### src/rtl/hilo_div_unit_if.sv
// Hi/Lo divider request/response bundle.
// The pipeline (master) issues start with operands and stalls on busy;
// the divider (slave) returns quotient on lo, remainder on hi with a done pulse.
interface hilo_div_unit_if #(
    parameter int WIDTH = 32
);
    logic             start;
    logic             is_signed;
    logic [WIDTH-1:0] dividend;
    logic [WIDTH-1:0] divisor;
    logic             busy;
    logic             done;
    logic             div_by_zero;
    logic [WIDTH-1:0] hi;
    logic [WIDTH-1:0] lo;

    modport master (
        output start, is_signed, dividend, divisor,
        input  busy, done, div_by_zero, hi, lo
    );

    modport slave (
        input  start, is_signed, dividend, divisor,
        output busy, done, div_by_zero, hi, lo
    );
endinterface

### src/rtl/hilo_div_unit.sv
// Multi-cycle restoring divider for MIPS DIV/DIVU; writes quotient to Lo and
// remainder to Hi. One quotient bit per cycle, WIDTH+2 cycles per operation
// (accept, WIDTH steps, result fix-up).
// Build option: define HILO_DIV_SIGNED_EN to honour is_signed (DIV). When it is
// undefined every op is DIVU and no negation hardware is built; handshake and
// timing do not change.
module hilo_div_unit #(
    parameter int WIDTH = 32
) (
    input logic             clk,
    input logic             rst,
    hilo_div_unit_if.slave  bus
);

    localparam int CW = $clog2(WIDTH);

    typedef enum logic [1:0] {
        IDLE = 2'd0,
        CALC = 2'd1,
        FIN  = 2'd2
    } state_t;

    state_t           state_q, state_d;
    logic [CW-1:0]    count_q, count_d;
    // Partial remainder. Before each step it is strictly below |B|, so WIDTH
    // bits hold it; the WIDTH+1-bit value only exists after the shift.
    logic [WIDTH-1:0] rem_q, rem_d;
    logic [WIDTH-1:0] quo_q, quo_d;
    logic [WIDTH-1:0] bmag_q, bmag_d;
    logic             busy_q, busy_d;
    logic             done_q, done_d;
    logic             dbz_q, dbz_d;
    logic [WIDTH-1:0] hi_q, hi_d;
    logic [WIDTH-1:0] lo_q, lo_d;

    // Operand magnitudes and sign fix-up terms
    logic [WIDTH-1:0] a_mag, b_mag;
    logic [WIDTH-1:0] q_res, r_res;

`ifdef HILO_DIV_SIGNED_EN
    logic qneg_q, qneg_d;
    logic rneg_q, rneg_d;
    logic a_neg, b_neg;

    // Signed magnitudes: negate only when the op is signed and the MSB is set.
    always_comb begin
        a_neg  = bus.is_signed & bus.dividend[WIDTH-1];
        b_neg  = bus.is_signed & bus.divisor[WIDTH-1];
        a_mag  = a_neg ? -bus.dividend : bus.dividend;
        b_mag  = b_neg ? -bus.divisor  : bus.divisor;
        qneg_d = qneg_q;
        rneg_d = rneg_q;
        if (state_q == IDLE && bus.start) begin
            qneg_d = a_neg ^ b_neg;
            rneg_d = a_neg;
        end
        // Remainder follows the dividend sign; MIN_INT/-1 wraps to MIN_INT.
        q_res = qneg_q ? -quo_q : quo_q;
        r_res = rneg_q ? -rem_q : rem_q;
    end

    // Sign flags live only as long as the operation
    always_ff @(posedge clk or posedge rst) begin
        if (rst) begin
            qneg_q <= 1'b0;
            rneg_q <= 1'b0;
        end else begin
            qneg_q <= qneg_d;
            rneg_q <= rneg_d;
        end
    end
`else
    // Unsigned-only build: operands are already magnitudes.
    always_comb begin
        a_mag = bus.dividend;
        b_mag = bus.divisor;
        q_res = quo_q;
        r_res = rem_q;
    end
`endif

    // One restoring step: shift in the next dividend bit, subtract if it fits.
    logic [WIDTH:0]   rem_sh;
    logic [WIDTH-1:0] rem_sub;
    logic             take;

    always_comb begin
        rem_sh  = {rem_q, quo_q[WIDTH-1]};
        take    = (rem_sh >= {1'b0, bmag_q});
        // When take is set the true difference is below |B|, so the
        // WIDTH-bit wrap-around subtraction is exact.
        rem_sub = rem_sh[WIDTH-1:0] - bmag_q;
    end

    // Next-state and datapath control for IDLE -> CALC -> FIN -> IDLE
    always_comb begin
        state_d = state_q;
        count_d = count_q;
        rem_d   = rem_q;
        quo_d   = quo_q;
        bmag_d  = bmag_q;
        busy_d  = busy_q;
        done_d  = 1'b0;
        dbz_d   = dbz_q;
        hi_d    = hi_q;
        lo_d    = lo_q;
        case (state_q)
            IDLE: begin
                if (bus.start) begin
                    quo_d   = a_mag;
                    rem_d   = '0;
                    bmag_d  = b_mag;
                    count_d = CW'(WIDTH - 1);
                    busy_d  = 1'b1;
                    state_d = CALC;
                end
            end
            CALC: begin
                quo_d = {quo_q[WIDTH-2:0], take};
                rem_d = take ? rem_sub : rem_sh[WIDTH-1:0];
                if (count_q == '0) begin
                    state_d = FIN;
                end else begin
                    count_d = count_q - 1'b1;
                end
            end
            FIN: begin
                lo_d    = q_res;
                hi_d    = r_res;
                dbz_d   = (bmag_q == '0);
                done_d  = 1'b1;
                // Dropping busy with done lets the next start land back-to-back.
                busy_d  = 1'b0;
                state_d = IDLE;
            end
            default: begin
                busy_d  = 1'b0;
                state_d = IDLE;
            end
        endcase
    end

    // FSM and result registers; reset discards any in-flight operation
    always_ff @(posedge clk or posedge rst) begin
        if (rst) begin
            state_q <= IDLE;
            count_q <= '0;
            rem_q   <= '0;
            quo_q   <= '0;
            bmag_q  <= '0;
            busy_q  <= 1'b0;
            done_q  <= 1'b0;
            dbz_q   <= 1'b0;
            hi_q    <= '0;
            lo_q    <= '0;
        end else begin
            state_q <= state_d;
            count_q <= count_d;
            rem_q   <= rem_d;
            quo_q   <= quo_d;
            bmag_q  <= bmag_d;
            busy_q  <= busy_d;
            done_q  <= done_d;
            dbz_q   <= dbz_d;
            hi_q    <= hi_d;
            lo_q    <= lo_d;
        end
    end

    assign bus.busy        = busy_q;
    assign bus.done        = done_q;
    assign bus.div_by_zero = dbz_q;
    assign bus.hi          = hi_q;
    assign bus.lo          = lo_q;

endmodule
### src/flat_wrapper.sv
// flat-port wrapper written by rule: the top's interface ports become plain ports
module hilo_div_unit_flat 
#(
    parameter int WIDTH = 32
)
  (clk, rst, bus_start, bus_is_signed, bus_dividend, bus_divisor, bus_busy, bus_done, bus_div_by_zero, bus_hi, bus_lo);
  hilo_div_unit_if #(.WIDTH(WIDTH)) bus_i ();
  input logic clk;
  input logic rst;
  input wire logic [$bits(bus_i.start)-1:0] bus_start;
  input wire logic [$bits(bus_i.is_signed)-1:0] bus_is_signed;
  input wire logic [$bits(bus_i.dividend)-1:0] bus_dividend;
  input wire logic [$bits(bus_i.divisor)-1:0] bus_divisor;
  output wire logic [$bits(bus_i.busy)-1:0] bus_busy;
  output wire logic [$bits(bus_i.done)-1:0] bus_done;
  output wire logic [$bits(bus_i.div_by_zero)-1:0] bus_div_by_zero;
  output wire logic [$bits(bus_i.hi)-1:0] bus_hi;
  output wire logic [$bits(bus_i.lo)-1:0] bus_lo;
  assign bus_i.start = bus_start;
  assign bus_i.is_signed = bus_is_signed;
  assign bus_i.dividend = bus_dividend;
  assign bus_i.divisor = bus_divisor;
  assign bus_busy = bus_i.busy;
  assign bus_done = bus_i.done;
  assign bus_div_by_zero = bus_i.div_by_zero;
  assign bus_hi = bus_i.hi;
  assign bus_lo = bus_i.lo;
  hilo_div_unit #(.WIDTH(WIDTH)) u_core (.clk(clk), .rst(rst), .bus(bus_i));
endmodule
### config.mk
export PLATFORM = sky130hd
export DESIGN_NAME = hilo_div_unit_flat
export DESIGN_NICKNAME = d
export VERILOG_FILES = /design/src/rtl/hilo_div_unit_if.sv /design/src/rtl/hilo_div_unit.sv /design/src/flat_wrapper.sv
export SDC_FILE = /design/constraint.sdc
export NUM_CORES = 1
export LEC_CHECK = 0
export CAP_MARGIN = 20
export CORE_MARGIN = 2
export CORE_UTILIZATION = 33
export CTS_CLUSTER_DIAMETER = 50
export DETAILED_ROUTE_END_ITERATION = 12
export HOLD_SLACK_MARGIN = 0.12
export SYNTH_ARGS = -nofsm -noshare
export SYNTH_HDL_FRONTEND = slang
export SYNTH_SLANG_ARGS = --single-unit
export TNS_END_PERCENT = 10
### constraint.sdc
create_clock -name clk -period 6.8 [get_ports clk]
set_clock_uncertainty 0.15 [all_clocks]
set_input_delay 1.02 -clock clk [delete_from_list [all_inputs] [get_ports clk]]
set_output_delay 1.02 -clock clk [all_outputs]
set_load 0.01 [all_outputs]
Word-level counts from Yosys, hierarchy flattened --
Cells that the tools add are included.
Cells by class: bitwise operators 1, reduce and logical (&&, ||, !) cells 9, eq/ne operators 5, order comparisons 1, mux-type cells 14, $add $sub $neg 2
Operators with widths (number):
- $pmux 32 s2 | 2
- $mux 32 | 3
- $ge 33x32->1 | 1
- $logic_not 32->1 | 1
- $sub 32x32->32 | 1
- $mux 5 | 2
- $pmux 5 s2 | 1
- $reduce_and 2->1 | 4
- $logic_not 5->1 | 1
- $sub 5x1->5 const B | 1
- $mux 2 | 2
- $ne 2x2->1 const B | 2
- $pmux 2 s2 | 1
- $reduce_and 3->1 | 1
- $eq 2x1->1 const B | 1
- $eq 2x2->1 const B | 1
- $logic_not 2->1 | 1
- $mux 1 | 2
- $ne 2x1->1 const B | 1
- $pmux 1 s2 | 1
- $reduce_bool 2->1 | 1
- $not 1->1 | 1
Storage, ports and cells: output and inout port bits 67, word-level logic and storage cells 42, register bits 170

Depth between registers and ports, before layout --
Gate-level depths: netlist of the first run.
word-level depth 3, gate-level depth with buffers 13, mapped depth without buffers 12

Worst setup path after synthesis of the first run --
Ideal clock, no wire load.
path type register to register, start register u_core.bmag_q[1], end register u_core.rem_q[23], in the netlist u_core.r_res[23], slack 4.001 ns, required time 6.506 ns, stages on the path, launching flop included 13, data arrival time 2.505 ns, setup time 0.144 ns, buffers on the path 1, path through dfrtp_1 inv_1 ha_1 nor2b_4 o31a_1 o311ai_2 nand3_1 a41oi_2 o21ai_2 a21oi_4 buf_6 mux2i_1 o21ai_1
On the way: cells in the longest elaborated chain, start to end 3
RTL lines:
- start, declared | RTL line hilo_div_unit.sv:29 | logic [WIDTH-1:0] bmag_q, bmag_d;
- start signal, assigned | RTL line hilo_div_unit.sv:161 | bmag_q <= bmag_d;
- $sub 32x32->32 / $ge 33x32->1 (equally long branches) | RTL line hilo_div_unit.sv:92, hilo_div_unit.sv:89
- $mux 32 * | RTL line hilo_div_unit.sv:120 | rem_d = take ? rem_sub : rem_sh[WIDTH-1:0];
- $pmux 32 s2 * | RTL line hilo_div_unit.sv:107 | case (state_q)
- end signal, assigned | RTL line hilo_div_unit.sv:159 | rem_q <= rem_d;
- end, declared | RTL line hilo_div_unit.sv:27 | logic [WIDTH-1:0] rem_q, rem_d;
Every way passes the cells marked *; elsewhere a longest branch is shown, timed or not. A chain may end at the register's enable or synchronous reset.

Worst setup path in the final report of the first run --
start register u_core.bmag_q[1], end register u_core.rem_q[15], in the netlist u_core.r_res[15]
The elaborated chain is that of the path after synthesis.

==> results by group, run 1 <==
STA
  • Unrepaired setup endpoints after global routing: no
  • Final Cycle Share: 54.4%
  • Max Clock Freq: 270 MHz
  • Slew Viols, Final: 0
  • Rel. slew slack: 40.2%
  • Total negative slack: 0 ns
  • Slew @ Worst Pin: 0.898 ns
  • Smallest hold slack: 0.324 ns
  • Final hold vios: 0
  • Setup-failing EPs final: 0
  • Tmin final: 3.70 ns

Global route
  • Vias in the first global route: 6918
  • Met1 Use GR: 23.1%
  • Initial antenna violation count: 0
  • Largest net degree at the start of global routing: 96
  • First-pass GRT wire length: 36400 µm
  • Remaining Overflow, GRT: 0
  • Met2 global-route usage: 25.5%
  • GRT Total Usage: 16.2%
  • Routing usage on met3: 2.74%
  • Top Usage Layer GRT: met2

Clocking
  • Clk_lat worst skew: 0.43 ns
  • Num CTS Buffers: 17
  • Clock sink count: 170
  • Clk root buf: clkbuf_16
  • CTS Hold Buffers Added: 0
  • Post-CTS Resized: 0
  • Post-CTS setup buffer count: 0
  • Worst-path clk slew: 0.07 ns
  • TritonCTS clock tree: built
  • H-tree levels: 4
  • Bufs on Longest Clock Path: 2

Yosys
  • Netlist Area Pre-Place: 0.00869 mm²
  • Largest cells by area after synthesis: dfrtp_1 (49%), nand2_1 (13%), mux2i_1 (6.1%)
  • Distinct cells, synth: 59
  • Synth Instances: 965
  • Area leader, netlist: dfrtp_1
  • Avg Inst Size Synth: 9.00 µm²
  • Seq/Total Area, Yosys: 49.0%
  • Synth Warn #: 0
  • Top_reg_cell synth: dfrtp_1
  • Mapped Nets: 1068
  • Top-area cell type share of the netlist area: 49.0%
  • Share of synthesized registers carrying an async set or reset: 100%
  • Number of synthesized flops with an enable pin: 0
  • Synth Register Bits: 170

Die
  • Core Region: 0.0260 mm²
  • Initial Util: 33.4%
  • IO Pins: 135
  • Die area: 0.0276 mm²
  • Die width: 166 µm
  • Die span in y: 166 µm
  • Num rows: 59

Placed design
  • I/O Buffers: 133
  • Post-placement cell area: 0.0103 mm²
  • GP Congestion: 0.870
  • Final HPWL DP: 14900 µm

Route
  • DR DRC count: 0
  • Initial DRC count: 419
  • Vias: 6932
  • Via density: 4.86
  • DR WL/cell: 15.3 µm
  • Antenna Nets Post-Route: 0
  • Final WL: 21900 µm
  • First-pass iteration count of the detailed router: 4

Power and ir drop
  • PD cells: 526 mW/mm²
  • Peak supply drop: 0.000213 V
  • Static leakage: 0.00490 µW

Critical path
  • Arrival time worst endpoint: 3.85 ns
  • CP max FO: 19
  • Kind of critical path: reg2reg
  • Crit end category: register
  • Crit path launch type: register
  • Critical path required time: 6.95 ns

Layout
  • Finished Cell Area: 0.0109 mm²
  • Commonest non-fill, non-tap cell in the layout: nand2_1
  • Most frequent cells in the layout: nand2_1 (302), dfrtp_1 (170), clkdlybuf4s50_1 (133)
  • Fillers: 2645
  • Post-layout util: 42.0%
  • # diodes: 0
  • Layout area overhead: 25.6%
  • Layout cell share with drive strength beyond 1: 5.32%
  • Nets: 1181

Hold path
  • Tightest Hold Check Type: reg2reg

Status
  • Outcome: completed

Flow run
  • # Max-Cap Violations: 0
cells by family after synthesis:
logic type	share of synthesized area (%)
buf+inv	4.12
mux	6.11
compound gates	14.6
flops	49.0
fa+ha+maj	5.13
xor+xnor	3.12
simple gates	17.9
metal layers:
layer / routed length [µm] / up-vias
li1: - / 3490
met1: 10900 / 3268
met2: 9910 / 155
met3: 747 / 19
met4: 276 / 0
met5: 0 / -
power breakdown:
part	switching, µW	internal (µW)
clock	446	524
sequential	290	1410
combinational	1700	1360
total	2440	3300
critical path, cell delays in order, from the launching register on:
cell and delay (ns):
dfrtp_1 0.40, inv_1 0.07, ha_1 0.29, nor2b_4 0.14, o31a_1 0.27, o311ai_2 0.29, nand3_1 0.19, a41oi_2 0.35
o21ai_2 0.13, a21oi_4 0.55, buf_4 0.42, mux2i_1 0.25, o21ai_1 0.07
cell type report:
class,instances,area (µm²),share of cell area (%)
clock buffer,18,439,4.03
multi-input combinational,705,4100,37.6
clock inverter,14,139,1.27
tap,335,419,3.84
timing repair buffer,142,1400,12.8
inverter,42,163,1.49
sequential,170,4250,39.0
registers in the layout (all words and copies together), names as in the netlist, 2 cells and up:
register	cells
u_core.r_res	32
u_core.count_q	5
u_core.bmag_q	32
u_core.state_q	2
u_core.bus.lo	32
u_core.bus.hi	32
u_core.q_res	32
worst paths after layout:
| kind | from | end | slack [ns] | depth (start not counted) |
|---|---|---|---|---|
| max in group asynchronous | rst | u_core.r_res[13]$_DFFE_PP0P_ | 4.38 | 3 |
| setup / recovery | u_core.bmag_q[1]$_DFFE_PP0P_ | u_core.r_res[15]$_DFFE_PP0P_ | 3.10 | 12 |
| setup reg to reg | u_core.bmag_q[1]$_DFFE_PP0P_ | u_core.r_res[15]$_DFFE_PP0P_ | 3.10 | 12 |
| hold / removal | u_core.bus.lo[13]$_DFFE_PP0P_ | u_core.bus.lo[13]$_DFFE_PP0P_ | 0.32 | 2 |
| hold reg to reg | u_core.bus.lo[13]$_DFFE_PP0P_ | u_core.bus.lo[13]$_DFFE_PP0P_ | 0.32 | 2 |
| min in group asynchronous | rst | u_core.bus.lo[17]$_DFFE_PP0P_ | 0.97 | 2 |
Yosys cell counts (all sizes together), types with 2 or more instances:
library cell  number
a31oi              2
xnor2             18
ha                34
o221ai             2
nand3b             3
a21o              15
nor3               6
a22o               2
dfrtp            170
and3               4
nand2b             6
o22ai              4
nand3              7
o211ai             2
nor2b              7
clkbuf            39
nor2              22
a311oi             2
nand2            302
o2111ai            2
a211oi             2
a32oi             10
o21ai            115
xor2              13
nor4               8
a21oi             33
o21bai             2
inv               42
buf                9
mux2i             53
nand4              6
o21a               5
through the flow:
step | total power (µW) | std cells | setup WS (ns)
6_report | 5740 | 1426 | 3.10
5_1_grt | 6250 | 1426 | 2.83
4_1_cts | 5780 | 1426 | 3.06
3_5_place_dp | 4780 | 1394 | 3.07
3_3_place_gp | 4720 | 1394 | 3.13
2_1_floorplan | 4040 | 965 | 1.03
Power figures use the tool's default switching activity.
==> inputs of run 2 (changes only) <==
Clock period 6.8 ns to 3.8 ns, I/O delays scaled along.
==> results by group, run 2 (synthesis results as in run 1) <==
Clocking
  • CTS Hold Buffers Added: 0 (unchanged)
  • Post-CTS setup buffer count: 0 (unchanged)
  • Clk root buf: clkbuf_16
  • Worst-path clk slew: 0.08 ns (about the same)
  • TritonCTS clock tree: built
  • Clk_lat worst skew: 0.43 ns (about the same)
  • Num CTS Buffers: 17 (unchanged)
  • Post-CTS Resized: 0 (unchanged)
  • Bufs on Longest Clock Path: 2 (unchanged)
  • Clock sink count: 170 (unchanged)
  • H-tree levels: 4 (unchanged)

Critical path
  • Max incr delay on CP: 0.48 ns (-0.07 ns)
  • Reg2reg path depth: 11 (-1)
  • Kind of critical path: reg2reg
  • CP max-delay cell: nand2b_1
  • Crit end category: register
  • Crit path from: u_core.bmag_q[1]$_DFFE_PP0P_
  • Arrival time worst endpoint: 3.34 ns (-0.51 ns)
  • Reg2reg end: u_core.r_res[31]$_DFFE_PP0P_
  • Instance count on the critical path: 11 (-1)
  • Worst Setup EP: u_core.r_res[31]$_DFFE_PP0P_
  • Crit path buffers/inverters: 1 (-1)
  • Flop-to-flop setup slack: 0.60 ns (-2.49 ns)
  • CP top delay family: compound AO/OA/AOI/OAI gates
  • R2R Path Start: u_core.bmag_q[1]$_DFFE_PP0P_
  • CP cell instances: inv_1 -> ha_1 -> nor2b_4 -> o31a_1 -> o311ai_2 -> nand3_1 -> a41oi_2 -> o21ai_2 -> a21oi_4 -> nand2b_1 -> o21ai_0
  • Critical path required time: 3.94 ns (-3.01 ns)
  • Crit path launch type: register
  • CP max FO: 11 (-8)

Route
  • Vias: 6969 (+0.53%)
  • Via density: 4.88 (+0.32%)
  • DR WL/cell: 15.3 µm (about the same)
  • Antenna Nets Post-Route: 0 (unchanged)
  • Initial DRC count: 551 (+32%)
  • First-pass iteration count of the detailed router: 4 (unchanged)
  • DR DRC count: 0 (unchanged)
  • Final WL: 21900 µm (+0.16%)

STA
  • Final Cycle Share: 84.1% (+30 points)
  • Total negative slack: 0 ns (unchanged)
  • Setup-failing EPs final: 0 (unchanged)
  • Final hold vios: 0 (unchanged)
  • Rel. slew slack: 41.3% (+1.2 points)
  • Slew Viols, Final: 0 (unchanged)
  • Slew @ Worst Pin: 0.880 ns (-0.0178 ns)
  • Unrepaired setup endpoints after global routing: no
  • Max Clock Freq: 313 MHz (+16%)
  • Tmin final: 3.20 ns (-0.506 ns)

Global route
  • Remaining Overflow, GRT: 0 (unchanged)
  • First-pass GRT wire length: 36800 µm (+1.1%)
  • GRT Total Usage: 16.4% (+0.15 points)
  • Vias in the first global route: 6992 (+1.1%)
  • Largest net degree at the start of global routing: 96 (unchanged)
  • Initial antenna violation count: 0 (unchanged)

Placed design
  • Post-placement cell area: 0.0104 mm² (+0.38%)
  • Final HPWL DP: 15000 µm (+0.97%)
  • GP Congestion: 0.873 (+0.33%)
  • I/O Buffers: 133 (unchanged)

Status
  • Outcome: completed

Layout
  • Fillers: 2601 (-1.7%)
  • Nets: 1184 (+0.25%)
  • Commonest non-fill, non-tap cell in the layout: nand2_1
  • Most frequent cells in the layout: nand2_1 (302), dfrtp_1 (170), clkdlybuf4s50_1 (133)
  • Layout cell share with drive strength beyond 1: 5.58% (+0.26 points)
  • # diodes: 0 (unchanged)
  • Finished Cell Area: 0.0109 mm² (+0.31%)
  • Layout area overhead: 26.0%

Hold path
  • Hold depth: 2 (unchanged)
  • Tightest Hold Check Type: reg2reg

Die
  • IO Pins: 135 (unchanged)
  • Die area: 0.0276 mm² (unchanged)
  • Die width: 166 µm (unchanged)
  • Die span in y: 166 µm (unchanged)
  • Initial Util: 33.4% (unchanged)
  • Core Region: 0.0260 mm² (unchanged)
  • Num rows: 59 (unchanged)

Power and ir drop
  • PD cells: 933 mW/mm² (+77%)
  • Peak supply drop: 0.000370 V (+74%)
  • Static leakage: 0.00491 µW (+0.19%)

Flow run
  • # Max-Cap Violations: 0 (unchanged)
[run 2: cell types whose count changed in the layout (fill, tap and decap cells not counted), sizes merged]
cell,delta
clkinv,-4
inv,+4
buf,+3
clkinvlp,+2
bufinv,-1
clkbuf,-1
[run 2: final cells by class]
class	count	area (µm²)	share of cell area, %
well taps	335	419	3.83
inverters	42	161	1.47
clock buffers	17	425	3.89
flip-flops and latches	170	4250	38.9
clock inverters	15	128	1.17
multi-input cells	705	4100	37.4
repair buffers	145	1460	13.3
[run 2: power by group]
group / switching (µW) / internal (µW) / leakage, µW
Sequential: 525 / 2530 / 0.00215
Combinational: 3020 / 2460 / 0.00249
Clock: 814 / 862 / 0.000268
Total: 4360 / 5850 / 0.00491
[run 2: how the worst min path moves through the flow]
stage	startpoint	end	slack (ns)
floorplan	u_core.q_res[31]$_DFFE_PP0P_	u_core.q_res[31]$_DFFE_PP0P_	0.30
global placement	u_core.bus.lo[24]$_DFFE_PP0P_	u_core.bus.lo[24]$_DFFE_PP0P_	0.31
detailed placement	u_core.bus.hi[17]$_DFFE_PP0P_	u_core.bus.hi[17]$_DFFE_PP0P_	0.31
CTS	u_core.bus.hi[4]$_DFFE_PP0P_	u_core.bus.hi[4]$_DFFE_PP0P_	0.33
global route	u_core.bus.lo[7]$_DFFE_PP0P_	u_core.bus.lo[7]$_DFFE_PP0P_	0.35
finish	u_core.bus.lo[14]$_DFFE_PP0P_	u_core.bus.lo[14]$_DFFE_PP0P_	0.32
[run 2: layer usage]
metal,global-route usage [%],up-vias,wire length (µm)
met5,0,-,0
met4,5.85,0,392
met2,25.2,164,9700
met3,2.65,27,1010
li1,-,3500,-
met1,23.3,3278,10800
[run 2: worst reg2reg max path: cells and delay by family (launching register included)]
kind	cells	cell delay, ns
buffers and inverters	1	0.07
adders and majority gates	1	0.29
AOI/OAI and AO/OA	6	1.37
DFF	1	0.40
and+or+nand+nor	3	0.80
[run 2: stage by stage]
| step | total power, µW | hold slack, ns | setup WS [ns] | instances | utilization (%) |
|---|---|---|---|---|---|
| 2_1_floorplan | 7230 | 0.300 | 0.911 | 965 | - |
| 3_3_place_gp | 8470 | 0.308 | 0.603 | 1396 | 39.9 |
| 3_5_place_dp | 8560 | 0.311 | 0.561 | 1396 | 39.9 |
| 4_1_cts | 10300 | 0.329 | 0.562 | 1428 | 42.0 |
| 5_1_grt | 11200 | 0.350 | 0.363 | 1429 | 42.1 |
| 6_report | 10200 | 0.324 | 0.604 | 1429 | 42.1 |
==> inputs of run 3 (changes only) <==
Clock period 3.8 ns to 3.3 ns, I/O delays scaled along.
==> results by group, run 3 (synthesis results as in run 1) <==
STA
  • Final hold vios: 0 (unchanged)
  • Setup-failing EPs final: 0 (unchanged)
  • Tmin final: 3.11 ns (-0.0836 ns)
  • Slew Viols, Final: 0 (unchanged)
  • Final Cycle Share: 94.3% (+10 points)
  • Slew @ Worst Pin: 0.793 ns (-0.0868 ns)
  • Total negative slack: 0 ns (unchanged)
  • Max Clock Freq: 321 MHz (+2.7%)
  • Rel. slew slack: 47.1% (+5.8 points)
  • Unrepaired setup endpoints after global routing: no

Placed design
  • GP Congestion: 0.881 (+0.97%)
  • Final HPWL DP: 15400 µm (+2.2%)
  • I/O Buffers: 133 (unchanged)

Layout
  • Layout area overhead: 27.0%
  • Commonest non-fill, non-tap cell in the layout: nand2_1
  • Layout cell share with drive strength beyond 1: 5.83% (+0.25 points)
  • Nets: 1188 (+0.34%)
  • # diodes: 0 (unchanged)
  • Most frequent cells in the layout: nand2_1 (302), dfrtp_1 (170), clkdlybuf4s50_1 (133)
  • Post-layout util: 42.5% (+0.35 points)

Die
  • Die span in y: 166 µm (unchanged)
  • Core Region: 0.0260 mm² (unchanged)
  • Num rows: 59 (unchanged)
  • Initial Util: 33.4% (unchanged)
  • IO Pins: 135 (unchanged)
  • Die area: 0.0276 mm² (unchanged)
  • Die width: 166 µm (unchanged)

Route
  • Final WL: 22100 µm (+0.65%)
  • DR DRC count: 0 (unchanged)
  • Wl on met1: 10900 µm (+1.0%)
  • Via density: 4.93 (+1.1%)
  • Vias: 7064 (+1.4%)
  • Antenna Nets Post-Route: 0 (unchanged)
  • DR top layer: met4
  • WL met2: 9920 µm (+2.2%)
  • Initial DRC count: 583 (+5.8%)
  • Routed length on met3: 983 µm (-2.6%)
  • DR WL/cell: 15.4 µm (+0.37%)
  • First-pass iteration count of the detailed router: 5 (+1)

Power and ir drop
  • Static leakage: 0.00495 µW (+0.83%)
  • Comb pwr share: 53.7% (about the same)
  • P_sw: 5030 µW (+15%)
  • Peak supply drop: 0.000513 V (+38%)
  • Internal: 7010 µW (+20%)
  • Reg power frac: 29.2% (-0.7 points)
  • Clock power frac: 17.1% (+0.7 points)
  • Switching Share: 41.8% (-0.95 points)
  • PD cells: 1090 mW/mm² (+17%)

Global route
  • GRT Total Usage: 16.4% (+0.028 points)
  • Vias in the first global route: 6968 (-0.34%)
  • Remaining Overflow, GRT: 0 (unchanged)
  • Largest net degree at the start of global routing: 96 (unchanged)
  • First-pass GRT wire length: 37000 µm (+0.39%)
  • Initial antenna violation count: 0 (unchanged)

Clocking
  • Num CTS Buffers: 17 (unchanged)
  • Worst-path clk slew: 0.07 ns (about the same)
  • Clock sink count: 170 (unchanged)
  • H-tree levels: 4 (unchanged)
  • Post-CTS Resized: 0 (unchanged)
  • Clk root buf: clkbuf_16
  • TritonCTS clock tree: built
  • Post-CTS setup buffer count: 0 (unchanged)
  • Clk_lat worst skew: 0.43 ns (about the same)
  • Bufs on Longest Clock Path: 2 (unchanged)
  • CTS Hold Buffers Added: 0 (unchanged)

Critical path
  • Max incr delay on CP: 0.38 ns (-0.10 ns)
  • Flop-to-flop setup slack: 0.19 ns (-0.42 ns)
  • CP cell instances: inv_1 -> ha_1 -> fa_1 -> nor2b_1 -> o2111ai_1 -> a31oi_1 -> o41a_1 -> a211oi_1 -> nor2_1 -> o41ai_1 -> xor2_1 -> o21ai_1
  • Crit path buffers/inverters: 1 (unchanged)
  • Kind of critical path: reg2reg
  • Arrival time worst endpoint: 3.28 ns (-0.06 ns)
  • Crit path launch type: register
  • CP max FO: 3 (-8)
  • CP max-delay cell: dfrtp_1
  • CP top delay family: compound AO/OA/AOI/OAI gates
  • Critical path required time: 3.47 ns (-0.47 ns)
  • Crit end category: register

Status
  • Outcome: completed

Flow run
  • # Max-Cap Violations: 0 (unchanged)

Hold path
  • Tightest Hold Check Type: reg2reg
run 3: cell count changes in the layout (fill, tap and decap cells not counted), sizes merged:
cell / delta
buf: +4
inv: -4
bufinv: +2
clkbuf: +2
run 3: metrics by stage:
step | worst slack (ns) | area [µm²] | hold slack [ns] | power, µW | cells
floorplan | 0.486 | 8690 | 0.300 | 8330 | 965
global placement | 0.219 | 10400 | 0.308 | 9890 | 1401
detailed placement | 0.243 | 10400 | 0.311 | 10000 | 1401
CTS | 0.218 | 11000 | 0.328 | 12100 | 1433
global route | 0.0113 | 11000 | 0.342 | 13100 | 1433
finish | 0.188 | 11000 | 0.321 | 12000 | 1433
run 3: path summary, 6_finish.rpt:
check	from	endpoint	depth (start not counted)
setup / recovery	u_core.q_res[31]$_DFFE_PP0P_	u_core.r_res[18]$_DFFE_PP0P_	12
hold / removal	u_core.bus.hi[26]$_DFFE_PP0P_	u_core.bus.hi[26]$_DFFE_PP0P_	2
setup reg to reg	u_core.q_res[31]$_DFFE_PP0P_	u_core.r_res[18]$_DFFE_PP0P_	12
hold reg to reg	u_core.bus.hi[26]$_DFFE_PP0P_	u_core.bus.hi[26]$_DFFE_PP0P_	2
max in group asynchronous	rst	u_core.r_res[20]$_DFFE_PP0P_	3
min in group asynchronous	rst	u_core.bus.hi[8]$_DFFE_PP0P_	3
run 3: power groups by stage:
stage / logic, µW / registers (µW) / clock network [µW]
after floorplan: 4900 / 3430 / 0
after CTS: 6500 / 3520 / 2120
after global routing: 7280 / 3640 / 2210
after detailed placement: 6460 / 3550 / 0
after global placement: 6360 / 3530 / 0
final: 6470 / 3510 / 2060
run 3: cell type report:
type	count	area, µm²
clock inverters	13	158
well taps	335	419
flip-flops and latches	170	4250
multi-input cells	705	4100
clock buffers	19	443
fillers	2605	15000
inverters	42	161
repair buffers	149	1500
run 3: tightest hold or removal path: cells and delay by family, from the launching register on:
| family | cells | cell delay (ns) |
|---|---|---|
| AND/OR/NAND/NOR | 2 | 0.10 |
| flip-flops | 1 | 0.34 |
run 3: per-layer routing:
metal	vias up	track usage (%)
li1	3520	-
met1	3363	23.5
met2	165	25.7
met3	16	3.15
met4	0	3.82
met5	-	0
